===== src/rtl/cpu_pkg.sv =====
// Shared definitions for the instruction issue controller: opcodes, ALU
// encodings, sequencing states and instruction field positions.
package cpu_pkg;

  localparam logic [7:0] OP_LOADI = 8'h00;
  localparam logic [7:0] OP_MOV   = 8'h01;
  localparam logic [7:0] OP_ADD   = 8'h02;
  localparam logic [7:0] OP_SUB   = 8'h03;
  localparam logic [7:0] OP_AND   = 8'h04;
  localparam logic [7:0] OP_OR    = 8'h05;

  localparam logic [2:0] ALU_FWD = 3'b000;
  localparam logic [2:0] ALU_ADD = 3'b001;
  localparam logic [2:0] ALU_AND = 3'b010;
  localparam logic [2:0] ALU_OR  = 3'b011;

  typedef enum logic [1:0] {
    IDLE   = 2'd0,
    DECODE = 2'd1,
    READ   = 2'd2,
    WB     = 2'd3
  } state_e;

  localparam int OPC_MSB  = 31;
  localparam int OPC_LSB  = 24;
  localparam int DST_MSB  = 23;
  localparam int DST_LSB  = 16;
  localparam int SRC1_MSB = 15;
  localparam int SRC1_LSB = 8;
  localparam int SRC2_MSB = 7;
  localparam int SRC2_LSB = 0;

endpackage


===== src/rtl/instr_decode.sv =====
// Combinational opcode/field decode: ALU controls, register addresses and a
// legality flag covering unknown opcodes and out-of-range register fields.
module instr_decode
  import cpu_pkg::*;
#(
  parameter int REG_ADDR_W = 3
) (
  input  logic [31:0]           instr,
  output logic [2:0]            aluop,
  output logic                  imm_sel,
  output logic                  neg_sel,
  output logic [REG_ADDR_W-1:0] rd1,
  output logic [REG_ADDR_W-1:0] rd2,
  output logic [REG_ADDR_W-1:0] wr,
  output logic                  illegal
);

  logic [7:0] opc;
  logic [7:0] dst;
  logic [7:0] src1;
  logic [7:0] src2;
  logic       dst_bad;
  logic       src1_bad;
  logic       src2_bad;

  always_comb begin
    opc  = instr[OPC_MSB:OPC_LSB];
    dst  = instr[DST_MSB:DST_LSB];
    src1 = instr[SRC1_MSB:SRC1_LSB];
    src2 = instr[SRC2_MSB:SRC2_LSB];

    // any bit above the register address width makes a field out of range
    dst_bad  = |(dst >> REG_ADDR_W);
    src1_bad = |(src1 >> REG_ADDR_W);
    src2_bad = |(src2 >> REG_ADDR_W);

    rd1     = src1[REG_ADDR_W-1:0];
    rd2     = src2[REG_ADDR_W-1:0];
    wr      = dst[REG_ADDR_W-1:0];
    aluop   = ALU_FWD;
    imm_sel = 1'b0;
    neg_sel = 1'b0;
    illegal = 1'b0;

    case (opc)
      OP_LOADI: begin
        imm_sel = 1'b1;
        illegal = dst_bad;
      end
      OP_MOV: begin
        illegal = dst_bad | src2_bad;
      end
      OP_ADD: begin
        aluop   = ALU_ADD;
        illegal = dst_bad | src1_bad | src2_bad;
      end
      OP_SUB: begin
        aluop   = ALU_ADD;
        neg_sel = 1'b1;
        illegal = dst_bad | src1_bad | src2_bad;
      end
      OP_AND: begin
        aluop   = ALU_AND;
        illegal = dst_bad | src1_bad | src2_bad;
      end
      OP_OR: begin
        aluop   = ALU_OR;
        illegal = dst_bad | src1_bad | src2_bad;
      end
      default: begin
        illegal = 1'b1;
      end
    endcase
  end

endmodule


===== src/rtl/instr_issue_ctrl.sv =====
// Issues register-file read/write control for one instruction at a time
// through IDLE -> DECODE -> READ -> WB, and counts retired instructions.
module instr_issue_ctrl
  import cpu_pkg::*;
#(
  parameter int REG_ADDR_W = 3,
  parameter int COUNT_W    = 8
) (
  input  logic                  CLK,
  input  logic                  RESET,
  input  logic                  INSTR_VALID,
  input  logic [31:0]           INSTRUCTION,
  output logic                  INSTR_READY,
  output logic [REG_ADDR_W-1:0] READREG1,
  output logic [REG_ADDR_W-1:0] READREG2,
  output logic [REG_ADDR_W-1:0] WRITEREG,
  output logic                  WRITEENABLE,
  output logic [2:0]            ALUOP,
  output logic                  IMM_SEL,
  output logic                  NEG_SEL,
  output logic [7:0]            IMMEDIATE,
  output logic                  ILLEGAL,
  output logic [COUNT_W-1:0]    RETIRED_COUNT
);

  state_e                  state_q, state_d;
  logic [REG_ADDR_W-1:0]   rd1_q, rd1_d;
  logic [REG_ADDR_W-1:0]   rd2_q, rd2_d;
  logic [REG_ADDR_W-1:0]   wr_q, wr_d;
  logic                    we_q, we_d;
  logic [2:0]              aluop_q, aluop_d;
  logic                    imm_sel_q, imm_sel_d;
  logic                    neg_sel_q, neg_sel_d;
  logic [7:0]              imm_q, imm_d;
  logic                    illegal_q, illegal_d;
  logic [COUNT_W-1:0]      count_q, count_d;

  logic [2:0]              dec_aluop;
  logic                    dec_imm_sel;
  logic                    dec_neg_sel;
  logic [REG_ADDR_W-1:0]   dec_rd1;
  logic [REG_ADDR_W-1:0]   dec_rd2;
  logic [REG_ADDR_W-1:0]   dec_wr;
  logic                    dec_illegal;

  // Decoding the word at the handshake lets ILLEGAL be a registered pulse
  // that lines up exactly with the DECODE cycle.
  instr_decode #(
    .REG_ADDR_W (REG_ADDR_W)
  ) u_decode (
    .instr   (INSTRUCTION),
    .aluop   (dec_aluop),
    .imm_sel (dec_imm_sel),
    .neg_sel (dec_neg_sel),
    .rd1     (dec_rd1),
    .rd2     (dec_rd2),
    .wr      (dec_wr),
    .illegal (dec_illegal)
  );

  always_comb begin
    state_d   = state_q;
    rd1_d     = rd1_q;
    rd2_d     = rd2_q;
    wr_d      = wr_q;
    aluop_d   = aluop_q;
    imm_sel_d = imm_sel_q;
    neg_sel_d = neg_sel_q;
    imm_d     = imm_q;
    count_d   = count_q;
    we_d      = 1'b0;
    illegal_d = 1'b0;

    case (state_q)
      IDLE: begin
        if (INSTR_VALID) begin
          state_d   = DECODE;
          illegal_d = dec_illegal;
          if (!dec_illegal) begin
            rd1_d     = dec_rd1;
            rd2_d     = dec_rd2;
            wr_d      = dec_wr;
            aluop_d   = dec_aluop;
            imm_sel_d = dec_imm_sel;
            neg_sel_d = dec_neg_sel;
            imm_d     = INSTRUCTION[SRC2_MSB:SRC2_LSB];
          end
        end
      end
      DECODE: begin
        state_d = illegal_q ? IDLE : READ;
      end
      READ: begin
        state_d = WB;
        we_d    = 1'b1;
      end
      WB: begin
        state_d = IDLE;
        count_d = count_q + COUNT_W'(1);
      end
      default: begin
        state_d = IDLE;
      end
    endcase
  end

  always_ff @(posedge CLK) begin
    if (RESET) begin
      state_q   <= IDLE;
      rd1_q     <= '0;
      rd2_q     <= '0;
      wr_q      <= '0;
      we_q      <= 1'b0;
      aluop_q   <= '0;
      imm_sel_q <= 1'b0;
      neg_sel_q <= 1'b0;
      imm_q     <= '0;
      illegal_q <= 1'b0;
      count_q   <= '0;
    end else begin
      state_q   <= state_d;
      rd1_q     <= rd1_d;
      rd2_q     <= rd2_d;
      wr_q      <= wr_d;
      we_q      <= we_d;
      aluop_q   <= aluop_d;
      imm_sel_q <= imm_sel_d;
      neg_sel_q <= neg_sel_d;
      imm_q     <= imm_d;
      illegal_q <= illegal_d;
      count_q   <= count_d;
    end
  end

  // Outputs are forced low for the whole time RESET is high, not only after
  // the first reset edge.
  assign INSTR_READY   = ~RESET & (state_q == IDLE);
  assign READREG1      = RESET ? '0 : rd1_q;
  assign READREG2      = RESET ? '0 : rd2_q;
  assign WRITEREG      = RESET ? '0 : wr_q;
  assign WRITEENABLE   = ~RESET & we_q;
  assign ALUOP         = RESET ? '0 : aluop_q;
  assign IMM_SEL       = ~RESET & imm_sel_q;
  assign NEG_SEL       = ~RESET & neg_sel_q;
  assign IMMEDIATE     = RESET ? '0 : imm_q;
  assign ILLEGAL       = ~RESET & illegal_q;
  assign RETIRED_COUNT = RESET ? '0 : count_q;

endmodule


===== config.mk =====
export PLATFORM = sky130hd
export DESIGN_NAME = instr_issue_ctrl
export DESIGN_NICKNAME = d
export VERILOG_FILES = /design/src/rtl/cpu_pkg.sv /design/src/rtl/instr_decode.sv /design/src/rtl/instr_issue_ctrl.sv
export SDC_FILE = /design/constraint.sdc
export NUM_CORES = 1
export LEC_CHECK = 0
export BUFFER_PORTS_ARGS = -buffer_cell sky130_fd_sc_hd__buf_2
export CORE_ASPECT_RATIO = 1.4
export CORE_MARGIN = 2
export CORE_UTILIZATION = 48
export CTS_BUF_LIST = sky130_fd_sc_hd__clkbuf_4
export DETAILED_ROUTE_END_ITERATION = 8
export GPL_TIMING_DRIVEN = 0
export PLACE_DENSITY_LB_ADDON = 0.08
export SYNTH_ARGS = -nofsm -noshare
export SYNTH_HDL_FRONTEND = slang
export SYNTH_SLANG_ARGS = --single-unit
export TNS_END_PERCENT = 100

===== constraint.sdc =====
create_clock -name CLK -period 2.01 [get_ports CLK]
set_input_delay 0 -clock CLK [delete_from_list [all_inputs] [get_ports CLK]]
set_output_delay 0 -clock CLK [all_outputs]
set_load 0.02 [all_outputs]

Word-level counts from Yosys, hierarchy flattened
Cells that the tools add are included.
{"block": "op_classes", "add_sub_neg": 1, "n_eq_ne": 9, "n_mux": 14, "n_bitwise": 12, "reduce_logical": 9}
{"op": "8-bit by 2-bit == test with 1-bit output, second input constant", "n": 2}
{"op": "8-bit by 3-bit == test with 1-bit output, second input constant", "n": 2}
{"op": "8-bit two-way mux", "n": 2}
{"op": "5-bit OR reduction", "n": 3}
{"op": "3-bit two-way mux", "n": 4}
{"op": "8-bit by 1-bit adder with 8-bit output, second input constant", "n": 1}
{"op": "8-bit by 1-bit == test with 1-bit output, second input constant", "n": 1}
{"op": "8-bit logical NOT", "n": 1}
{"op": "2-bit one-hot mux with 4 select lines", "n": 1}
{"op": "2-bit one-hot mux with 3 select lines", "n": 1}
{"op": "1-bit bitwise AND", "n": 5}
{"op": "2-bit == test, second input constant", "n": 2}
{"op": "2-bit two-way mux", "n": 2}
{"op": "1-bit inverter", "n": 4}
{"op": "4-bit OR reduction", "n": 1}
{"op": "1-bit two-way mux", "n": 3}
{"op": "1-bit OR", "n": 3}
{"op": "1-bit one-hot mux with 3 select lines", "n": 1}
{"op": "3-bit AND reduction", "n": 1}
{"op": "3-bit OR reduction", "n": 1}
{"op": "2-bit by 1-bit == test with 1-bit output, second input constant", "n": 1}
{"op": "2-bit logical NOT", "n": 1}
{"op": "2-bit inequality test, second input constant", "n": 1}
{"op": "2-bit OR reduction", "n": 1}
{"block": "word_totals", "regBits": 34, "inputBits": 35, "output_inout_bits": 33, "word_cells": 56}

Longest topological paths before layout
Gate-level depths: netlist (run 1).
{"block": "depth", "depth_word": 6, "mapped_depth": 6, "mapped_depth_nobuf": 5}

Hierarchy
A second synthesis (run 1) with hierarchy kept.
{"block": "unflattened", "hier_cells": 218, "area_unflattened_um2": 1709.1}
{"module": "instr_issue_ctrl", "n_inst": 1, "cells_per_inst": 187, "area_per_inst_um2": 1505.2, "seq_area_each_um2": 680.7}
{"module": "instr_decode", "n_inst": 1, "cells_per_inst": 31, "area_per_inst_um2": 203.9, "seq_area_each_um2": 0.0}

Worst setup path before layout (run 1)
Ideal clock, no wire load.
{"block": "synth_path", "kind": "input -> register", "from": "in INSTRUCTION[3]", "to": "reg imm_q[2]", "setup_time_ns": 0.132, "arrival_ns": 1.427, "required_ns": 1.878, "setup_slack_ns": 0.451, "stages": 6, "n_path_buf": 1, "path_cell_list": "or4_4 nor4_4 o2111ai_1 clkbuf_2 o21ai_0 a21oi_1"}
{"block": "synth_between", "elab_chain_len": 5, "elab_cells_between_ends": 6, "cone_classes": "1 x mux; 3 x bitwise; 2 x reduce/logical"}
{"element": "from (decl)", "line": "instr_issue_ctrl.sv:12", "text": "input logic [31:0] INSTRUCTION,"}
{"element": "5-bit OR reduction (*)", "line": "instr_decode.sv:35", "text": "src2_bad = |(src2 >> REG_ADDR_W);"}
{"element": "1-bit OR, on equally long branches"}
{"element": "1-bit one-hot mux with 3 select lines (*)", "line": "instr_decode.sv:45", "text": "case (opc)"}
{"element": "1-bit inverter (no source line) (*)"}
{"element": "3-bit AND reduction (no source line) (*)"}
{"element": "to (signal assigned)", "line": "instr_issue_ctrl.sv:129", "text": "imm_q <= imm_d;"}
{"element": "to (decl)", "line": "instr_issue_ctrl.sv:34", "text": "logic [7:0] imm_q, imm_d;"}
Every way passes the cells marked *; elsewhere a longest branch is shown, timed or not.
A chain may end at the register's enable or synchronous reset.

==> metrics, run 1 <==
R2R Setup Slk=270 ps; Max Transition Viols Final=0; worst-margin pin slew=601 ps; EDFF count, synth=0; cell leakage power=between 0.9 and 1 nW; Clock Latency Late Sink=330 ps; Cell Rows=24; sw frac=26.5%; final setup vio count=0; status=finished clean; Hold Crit Depth=4; Worst path slowest cell=clkbuf_1; synth top area cells=dfxtp_1 (40%), nor2b_1 (11%), a21oi_1 (6.3%), nand3_1 (6.3%), o21ai_0 (6.0%); Worst Path Required=between 2000 and 2500 ps; top_reg_cell synth=dfxtp_1; Slew HR=59.9%; Remaining DRCs=0; RSZ-0062 raised after global routing=no; first-pass GRT wire length=approximately 6300 um; All-Layer GR Usage=22.9%; Ports=roughly 70; most frequent cell after synthesis=dfxtp_1; Placed Instances=293; Layout Nets=around 310; Vias/cell=5.06; initial antenna violation count=0; power share of the clock group=31.5%; Via Count=1608; Top Usage Layer GRT=met2; final core occ=roughly 69%; Starting Density=slightly below 50%; clock skew=9.32 ps; flops & latches, synth=30; largest stage delay on the critical path=380 ps; share of layout cells above drive strength 1=between 30% and 40%; HPWL after DPL=around 2700 um; 1st-iter DRT viols=between 40 and 50; final hold slack=just under 0.9 ps; Final Cell Area=roughly 0.0021 mm^2; Cell variety after synth=33; post-route clock period utilization=86.7%; Worst setup SP type=register; filler-free cell count of the finished design=318; max cap viols=0; CTS tree=built; RR Endpoint=imm_q[6]$_SDFFE_PP0P_; final WL=just under 4000 um; Pwr Density=about 520 mW/mm^2; Worst Hold End=imm_sel_q$_SDFFE_PP0P_; Clock Sinks=30; YS warnings=0; crit path time final=1740 ps; Internal=813 uW; cell mode on critical path=clkbuf_1; CP cell instances=clkbuf_1, nand2b_1, nor2_2, clkbuf_1, nand3_1, a21oi_1; worst setup margin=267 ps; top cell type's share of synthesized area=39.9%; CTS Buf Count=5; sequential power share=54.4%; core box area=about 0.003 mm^2; area leader, netlist=dfxtp_1; Async SR Flop Fraction=0%; CTS Buffer Depth=2; CP max FO=10; die area=0.00361 mm^2; Area Overhead vs Synth=40.3%; die width=51.3 um; # port buffers=66; H-tree levels=2; die height=70.3 um; clk root buf=clkbuf_4; Synth Cell Area=approximately 0.0015 mm^2; critical path capture point type=register; syn nets=224; Avg Inst Size Synth=8.01 um^2; Seq/Total Area, Yosys=39.9%; Setup Crit Path Kind=register to register; maximum resistive drop on vdd=around 0.38 mV; Pre-antenna DRT Iters=4; overall power=roughly 1.1 mW; Post-DP Area=0.00188 mm^2; Hold Path Origin=INSTRUCTION[25]; ANT cells=0; Comb pwr share=between 10 and 15%; Mapped Cells=188; pre-CTS setup slack=45.7 ps; gp weighted congestion=0.689; Crit path max-delay family=simple AND/OR/NAND/NOR gates; final count of hold timing violations=0; f_max=574 MHz; reg2reg path depth=6; Worst EP arrival=2000 ps; vias in the first global route=1503; Worst Path Buf+Inv=2; grt total ovfl=0; met3 Resource Use GR=5.34%; WL/cell=between 10 and 15 um; pin count of the biggest net entering global routing=11; clk slew on worst S/H paths=100 ps; GR Layer Usage met2=40.3%; most frequent cells after synthesis=dfxtp_1 (30), nor2b_1 (26), a21oi_1 (19), nand3_1 (19), o21ai_0 (18); antenna viol nets, final=0; Fill cells=291; HP Class=primary input to register; setup TNS=0 ps; P_sw=293 uW; met1 Use GR=25.1%
## worst max-delay path by stage
stage	slack, ps	to	cells past startpoint
CTS	150	rd1_q[0]$_SDFFE_PP0P_	6
global placement	70	wr_q[0]$_SDFFE_PP0P_	7
detailed placement	50	imm_q[6]$_SDFFE_PP0P_	7
floorplan	450	imm_q[2]$_SDFFE_PP0P_	6
global route	90	rd1_q[2]$_SDFFE_PP0P_	6
finish	270	imm_q[6]$_SDFFE_PP0P_	6
## routing by layer
layer,part of all wire [%],up-vias,wire (um)
met2,52,48,2000
met5,0,-,0
met1,40,725,1560
li1,-,822,-
met4,3.3,0,126
met3,4.6,13,177
## power by group through the flow
| stage | Sequential [mW] | Clock (mW) | Combinational [mW] |
|---|---|---|---|
| 2_1_floorplan | 0.616 | 0 | 0.0674 |
| 3_3_place_gp | 0.616 | 0 | 0.127 |
| 3_5_place_dp | 0.616 | 0 | 0.127 |
| 4_1_cts | 0.602 | 0.356 | 0.153 |
| 5_1_grt | 0.603 | 0.389 | 0.169 |
| 6_report | 0.602 | 0.349 | 0.155 |
## cell usage in the layout (no fill, tap or decap), drive strengths merged
master / instances
a211o: 1
xor2: 4
clkinv: 2
or4: 4
nand2b: 3
nand2: 5
nor3b: 1
dlygate4sd3: 17
nand4: 1
mux2: 1
nand3b: 1
o41ai: 1
nand3: 19
ha: 1
nor4: 3
a21oi: 19
o21ai: 21
nor2: 16
clkbuf: 14
o2111ai: 1
inv: 5
or3: 2
xnor2: 2
buf: 74
conb: 1
o2111a: 1
nor3: 3
nor2b: 26
dfxtp: 30
## cell families (layout without fill, tap and decap cells)
kind of cell    Yosys count  after routing  share of synthesized area (%)
compound gates           44             44                           16.4
xor+xnor                  6              6                           3.49
buf+inv                  21            112                           6.57
mux                       1              1                          0.748
other cells               1              1                          0.249
simple gates             84             84                           31.8
flops                    30             30                           39.9
fa+ha+maj                 1              1                          0.831
## state kept, by name, summed over array words and instances (netlist names), named ones only
name       flops
count_q        8
rd1_q          3
wr_q           3
illegal_q      1
we_q           1
neg_sel_q      1
aluop_q        2
imm_q          6
state_q        1
imm_sel_q      1
rd2_q          2
## layout make-up
cell class                 instances  area (um^2)  share of cell area [%]
multi-input combinational        137          808                    38.3
clock buffer                       6         45.0                    2.13
tap                               39         48.8                    2.31
inverter                           5         18.8                   0.889
timing repair buffer              83          500                    23.7
sequential                        30          601                    28.4
clock inverter                     2         8.76                   0.415
buffer                            16         81.3                    3.85
## worst min-delay path, cell delays in order
cell and delay, ps:
buf_2 120, nor2_1 60, nand2_1 50, o21ai_1 50
## what timing repair did
| item | in CTS | in global routing |
|---|---|---|
| resized for setup | 0 | 3 |
| endpoints found under the hold margin | 19 | 0 |
| hold buffers | 17 | 0 |
| buffers inserted | 0 | 0 |
| setup endpoints to repair | 0 | 10 |
Power figures use the tool's default switching activity.
==> inputs of run 2 (changes only) <==
--- a/config.mk
+++ b/config.mk
@@ -5,7 +5,7 @@
 export SDC_FILE = /design/constraint.sdc
 export NUM_CORES = 1
 export LEC_CHECK = 0
-export BUFFER_PORTS_ARGS = -buffer_cell sky130_fd_sc_hd__buf_2
+export BUFFER_PORTS_ARGS = -buffer_cell sky130_fd_sc_hd__buf_4
 export CORE_ASPECT_RATIO = 1.4
 export CORE_MARGIN = 2
 export CORE_UTILIZATION = 48
==> run 2 against run 1 <==
Net effect:
- final cell count is 0.94% higher
- critical endpoint is now wr_q[0]$_SDFFE_PP0P_
- fmax is 6.4% lower
- clock skew is 3.2 ps lower
- sequential power hardly changed
- first-iteration DRC count is 83% higher
- highest routed layer unchanged
- critical path type is now primary input to register
- global-route usage is 1.7 points higher
- die area stayed put
- utilization is 6.7 points higher
- largest power group unchanged
==> metrics, run 2 (synthesized netlist as in run 1, its figures left out) <==
CP Depth=8 (was 6); f_max=537 MHz (was 574 MHz); Clock Sinks=30 (unchanged); Worst Path Buf+Inv=3 (was 2); R2R Setup Slk=290 ps (was 270 ps); worst setup margin=147 ps (was 267 ps); post-route clock period utilization=92.7% (was 86.7%); die area=0.00361 mm^2 (unchanged); Largest register FFs=8 (unchanged); HP Class=primary input to register (unchanged); WL/cell=13.1 um (was 12.1 um); pin count of the biggest net entering global routing=11 (unchanged); Worst setup SP type=primary input (was register); # port buffers=66 (unchanged); die height=70.3 um (unchanged); Vias/cell=5.23 (was 5.06); ANT cells=0 (unchanged); gp weighted congestion=0.711 (was 0.689); initial antenna violation count=0 (unchanged); clk root buf=clkbuf_4 (unchanged); Hold Crit Depth=3 (was 4); critical path capture point type=register (unchanged); Starting Density=49.1% (unchanged); maximum resistive drop on vdd=0.463 mV (was 0.384 mV); HPWL after DPL=2820 um (was 2700 um); largest stage delay on the critical path=530 ps (was 380 ps); commonest cells after routing, fill and taps aside=buf_4 (71), dfxtp_1 (30), nor2b_1 (26) (was buf_2 (66), dfxtp_1 (30), nor2b_1 (26)); Area Overhead vs Synth=54.0% (was 40.3%); final WL=4200 um (was 3860 um); cell leakage power=0.964 nW (was 0.932 nW); clk slew on worst S/H paths=100 ps (about the same); max cap viols=0 (unchanged); final core occ=75.7% (was 69.0%); biggest regs=count_q (8), imm_q (6) (unchanged); Crit path max-delay family=buffers and inverters (was simple AND/OR/NAND/NOR gates); Max Transition Viols Final=0 (unchanged); Ports=68 (unchanged); first-pass GRT wire length=6800 um (was 6330 um); status=finished clean (unchanged); most common cell after layout, fill and taps aside=buf_4 (was buf_2); CTS Buf Count=5 (unchanged); crit path time final=1860 ps (was 1740 ps); Layout Nets=317 (was 314); All-Layer GR Usage=24.5% (was 22.9%); Worst EP arrival=2070 ps (was 2000 ps); die width=51.3 um (unchanged); setup TNS=0 ps (unchanged); setup bufs post-CTS=0 (unchanged); Worst Path Required=2220 ps (was 2270 ps); clock skew=6.14 ps (was 9.32 ps); pre-CTS setup slack=44.7 ps (was 45.7 ps); CP cell instances=dlygate4sd3_1, buf_4, a211o_1, nor4_2, o2111ai_2, clkbuf_2, o21ai_0, a21oi_1 (was clkbuf_1, nand2b_1, nor2_2, clkbuf_1, nand3_1, a21oi_1); Remaining DRCs=0 (unchanged); Fill cells=263 (was 291); Top reg by flops=count_q (unchanged); CTS tree=built (unchanged); overall power=1.14 mW (was 1.11 mW); Via Count=1678 (was 1608); CP max FO=10 (unchanged); Cell Rows=24 (unchanged); Clock Latency Late Sink=340 ps (was 330 ps); vias in the first global route=1637 (was 1503); reg2reg path depth=6 (unchanged); 1st-iter DRT viols=75 (was 41); Worst path slowest cell=dlygate4sd3_1 (was clkbuf_1); Pwr Density=490 mW/mm^2 (was 524 mW/mm^2); Setup Crit Path Kind=primary input to register (was register to register); Pre-antenna DRT Iters=4 (unchanged); grt total ovfl=0 (unchanged); share of layout cells above drive strength 1=31.6% (was 31.2%); antenna viol nets, final=0 (unchanged); H-tree levels=2 (unchanged); final setup vio count=0 (unchanged); core box area=0.00306 mm^2 (unchanged); final count of hold timing violations=0 (unchanged); CTS Buffer Depth=2 (unchanged)
[run 2: cell type report]
class / instances / area (um^2) / share of cell area [%]
clock buffer: 5 / 37.5 / 1.62
buffer: 16 / 82.6 / 3.56
clock inverter: 3 / 16.3 / 0.702
timing repair buffer: 86 / 696 / 30.0
sequential: 30 / 601 / 25.9
inverter: 5 / 18.8 / 0.809
multi-input combinational: 137 / 818 / 35.3
tap: 39 / 48.8 / 2.10
[run 2: metrics by stage]
stage	area [um^2]	instances	hold slack, ps
after global routing	2320	321	29.9
after floorplan	1510	188	133
after global placement	2050	293	263
final	2320	321	13.4
after detailed placement	2050	293	275
after CTS	2300	321	0.332
[run 2: what timing repair did]
item,in CTS,in global routing
hold buffers,20,0
setup endpoints to repair,0,15
resized for setup,0,6
endpoints found under the hold margin,19,0
[run 2: worst paths after layout]
check                         from                endpoint
max reg2reg               register    wr_q[0]$_SDFFE_PP0P_
max                INSTRUCTION[25]    wr_q[0]$_SDFFE_PP0P_
min reg2reg  rd2_q[0]$_SDFFE_PP0P_   rd2_q[0]$_SDFFE_PP0P_
min                INSTRUCTION[26]  neg_sel_q$_SDFFE_PP0P_
[run 2: tightest hold or removal path: cells and delay by family]
kind / cells / cell delay, ps
compound gates: 1 / 60
buf+inv: 1 / 110
simple gates: 1 / 140
[run 2: report_power, final]
group	leakage, nW	switching (mW)	internal, mW
Sequential	0.242	0.00225	0.600
Clock	0.0286	0.222	0.130
Combinational	0.693	0.0911	0.0912
[run 2: per-layer routing]
metal | share of wire (%) | wire, um | global-route usage [%] | vias to the layer above
met5 | 0 | 0 | 0 | -
met4 | 2.2 | 93 | 11.1 | 0
met3 | 5.2 | 217 | 5.56 | 11
met2 | 55 | 2310 | 45.9 | 48
met1 | 38 | 1580 | 24.7 | 783
li1 | - | - | - | 836
==> inputs of run 3 (changes only) <==
--- a/config.mk
+++ b/config.mk
@@ -13,6 +13,7 @@
 export DETAILED_ROUTE_END_ITERATION = 8
 export GPL_TIMING_DRIVEN = 0
 export PLACE_DENSITY_LB_ADDON = 0.08
+export RECOVER_POWER = 25
 export SYNTH_ARGS = -nofsm -noshare
 export SYNTH_HDL_FRONTEND = slang
 export SYNTH_SLANG_ARGS = --single-unit
==> run 3 against run 2 <==
Net effect:
- worst hold slack better by 4.1 ps
- power hardly changed
- die area stayed put
- sequential power hardly changed
- worst setup slack worse by 19 ps
- clock power hardly changed
- largest cell class unchanged
- via count is 0.54% lower
- sequential cell count stayed put
- highest routed layer unchanged
- first-iteration DRC count is 12% lower
- count of clock-buffer cells in the layout stayed put
- final area is 1.3% lower
- register-to-register slack hardly changed
==> metrics, run 3 (synthesized netlist as in run 1, its figures left out) <==
Worst Path Required=2220 ps (about the same); R2R Setup Slk=290 ps (about the same); Area Overhead vs Synth=52.0% (was 54.0%); Pre-antenna DRT Iters=4 (unchanged); biggest regs=count_q (8), imm_q (6) (unchanged); ANT cells=0 (unchanged); CP max FO=10 (unchanged); final setup vio count=0 (unchanged); Post-DP Area=0.00205 mm^2 (unchanged); reg2reg path depth=6 (unchanged); WL/cell=13.1 um (about the same); cell leakage power=0.930 nW (was 0.964 nW); final hold slack=17.5 ps (was 13.4 ps); crit path time final=1880 ps (was 1860 ps); first-pass GRT wire length=6800 um (unchanged); Layout Nets=317 (unchanged); Via Count=1669 (was 1678); All-Layer GR Usage=24.5% (unchanged); commonest cells after routing, fill and taps aside=buf_4 (63), dfxtp_1 (30), nor2b_1 (26) (was buf_4 (71), dfxtp_1 (30), nor2b_1 (26)); core box area=0.00306 mm^2 (unchanged); filler-free cell count of the finished design=321 (unchanged); Clock Sinks=30 (unchanged); share of layout cells above drive strength 1=28.7% (was 31.6%); most common cell after layout, fill and taps aside=buf_4 (unchanged); critical path capture point type=register (unchanged); Hold Crit Depth=3 (unchanged); setup bufs post-CTS=0 (unchanged); crit path from=INSTRUCTION[25] (unchanged); CTS Buffer Depth=2 (unchanged); Placed Instances=293 (unchanged); status=finished clean (unchanged); die height=70.3 um (unchanged); f_max=531 MHz (was 537 MHz); antenna viol nets, final=0 (unchanged); HP Class=primary input to register (unchanged); post-route clock period utilization=93.6% (was 92.7%); Ports=68 (unchanged); initial antenna violation count=0 (unchanged); die width=51.3 um (unchanged); Clock Latency Late Sink=340 ps (about the same); Final Cell Area=0.00229 mm^2 (was 0.00232 mm^2); Vias/cell=5.20 (was 5.23); gp weighted congestion=0.711 (unchanged); die area=0.00361 mm^2 (unchanged); overall power=1.14 mW (about the same); Largest register FFs=8 (unchanged); final WL=4210 um (was 4200 um); final core occ=74.7% (was 75.7%); Hold Path Origin=INSTRUCTION[26] (unchanged); Fill cells=273 (was 263); clock skew=7.24 ps (was 6.14 ps); max cap viols=0 (unchanged); Max Transition Viols Final=0 (unchanged); 1st-iter DRT viols=66 (was 75); H-tree levels=2 (unchanged); CTS Buf Count=5 (unchanged); HPWL after DPL=2820 um (unchanged); Cell Rows=24 (unchanged); Worst EP arrival=2090 ps (was 2070 ps); Worst setup SP type=primary input (unchanged); Pwr Density=497 mW/mm^2 (was 490 mW/mm^2); pin count of the biggest net entering global routing=11 (unchanged); Top reg by flops=count_q (unchanged); Starting Density=49.1% (unchanged); clk slew on worst S/H paths=100 ps (about the same); clk root buf=clkbuf_4 (unchanged); maximum resistive drop on vdd=0.462 mV (was 0.463 mV); Setup Crit Path Kind=primary input to register (unchanged); vias in the first global route=1637 (unchanged); grt total ovfl=0 (unchanged); CTS tree=built (unchanged); Remaining DRCs=0 (unchanged); # port buffers=66 (unchanged); final count of hold timing violations=0 (unchanged)
run 3: worst paths after layout:
kind	endpoint
worst min-delay path	neg_sel_q$_SDFFE_PP0P_
worst max-delay path	wr_q[0]$_SDFFE_PP0P_
worst min register to register	rd2_q[0]$_SDFFE_PP0P_
worst max register to register	wr_q[0]$_SDFFE_PP0P_
run 3: layout make-up:
cell class	instances	area, um^2	area share (%)
multi-input cells	137	818	35.8
repair buffers	86	666	29.1
flip-flops and latches	30	601	26.2
plain buffers	16	82.6	3.61
well taps	39	48.8	2.13
clock buffers	5	37.5	1.64
inverters	5	18.8	0.820
clock inverters	3	16.3	0.711
run 3: metal layers:
metal / track usage [%] / up-vias / share of wire (%)
met5: 0 / - / 0
met4: 11.1 / 0 / 2.4
met3: 5.56 / 13 / 5.5
met2: 45.9 / 49 / 55
met1: 24.7 / 774 / 38
li1: - / 833 / -
run 3: worst max-delay path, cell delays in order:
cell and delay, ps:
dlygate4sd3_1 540, buf_4 150, a211o_1 260, nor4_2 290, o2111ai_2 320, clkbuf_2 260, o21ai_0 190, a21oi_1 90
run 3: timing repair:
action,CTS,global route
resized for setup,0,6
endpoints found under the setup margin,0,15
endpoints found under the hold margin,19,0
hold buffers,20,0
run 3: metrics by stage:
stage / worst slack (ps) / setup TNS [ps]
after global routing: -33.3 / -122
after CTS: 37.9 / 0
after floorplan: 451 / 0
after global placement: 64.0 / 0
final: 128 / 0
after detailed placement: 44.7 / 0
run 3: power by group:
group / internal (mW) / switching [mW] / leakage, nW
Sequential: 0.600 / 0.00225 / 0.242
Clock: 0.130 / 0.223 / 0.0286
Combinational: 0.0908 / 0.0911 / 0.659
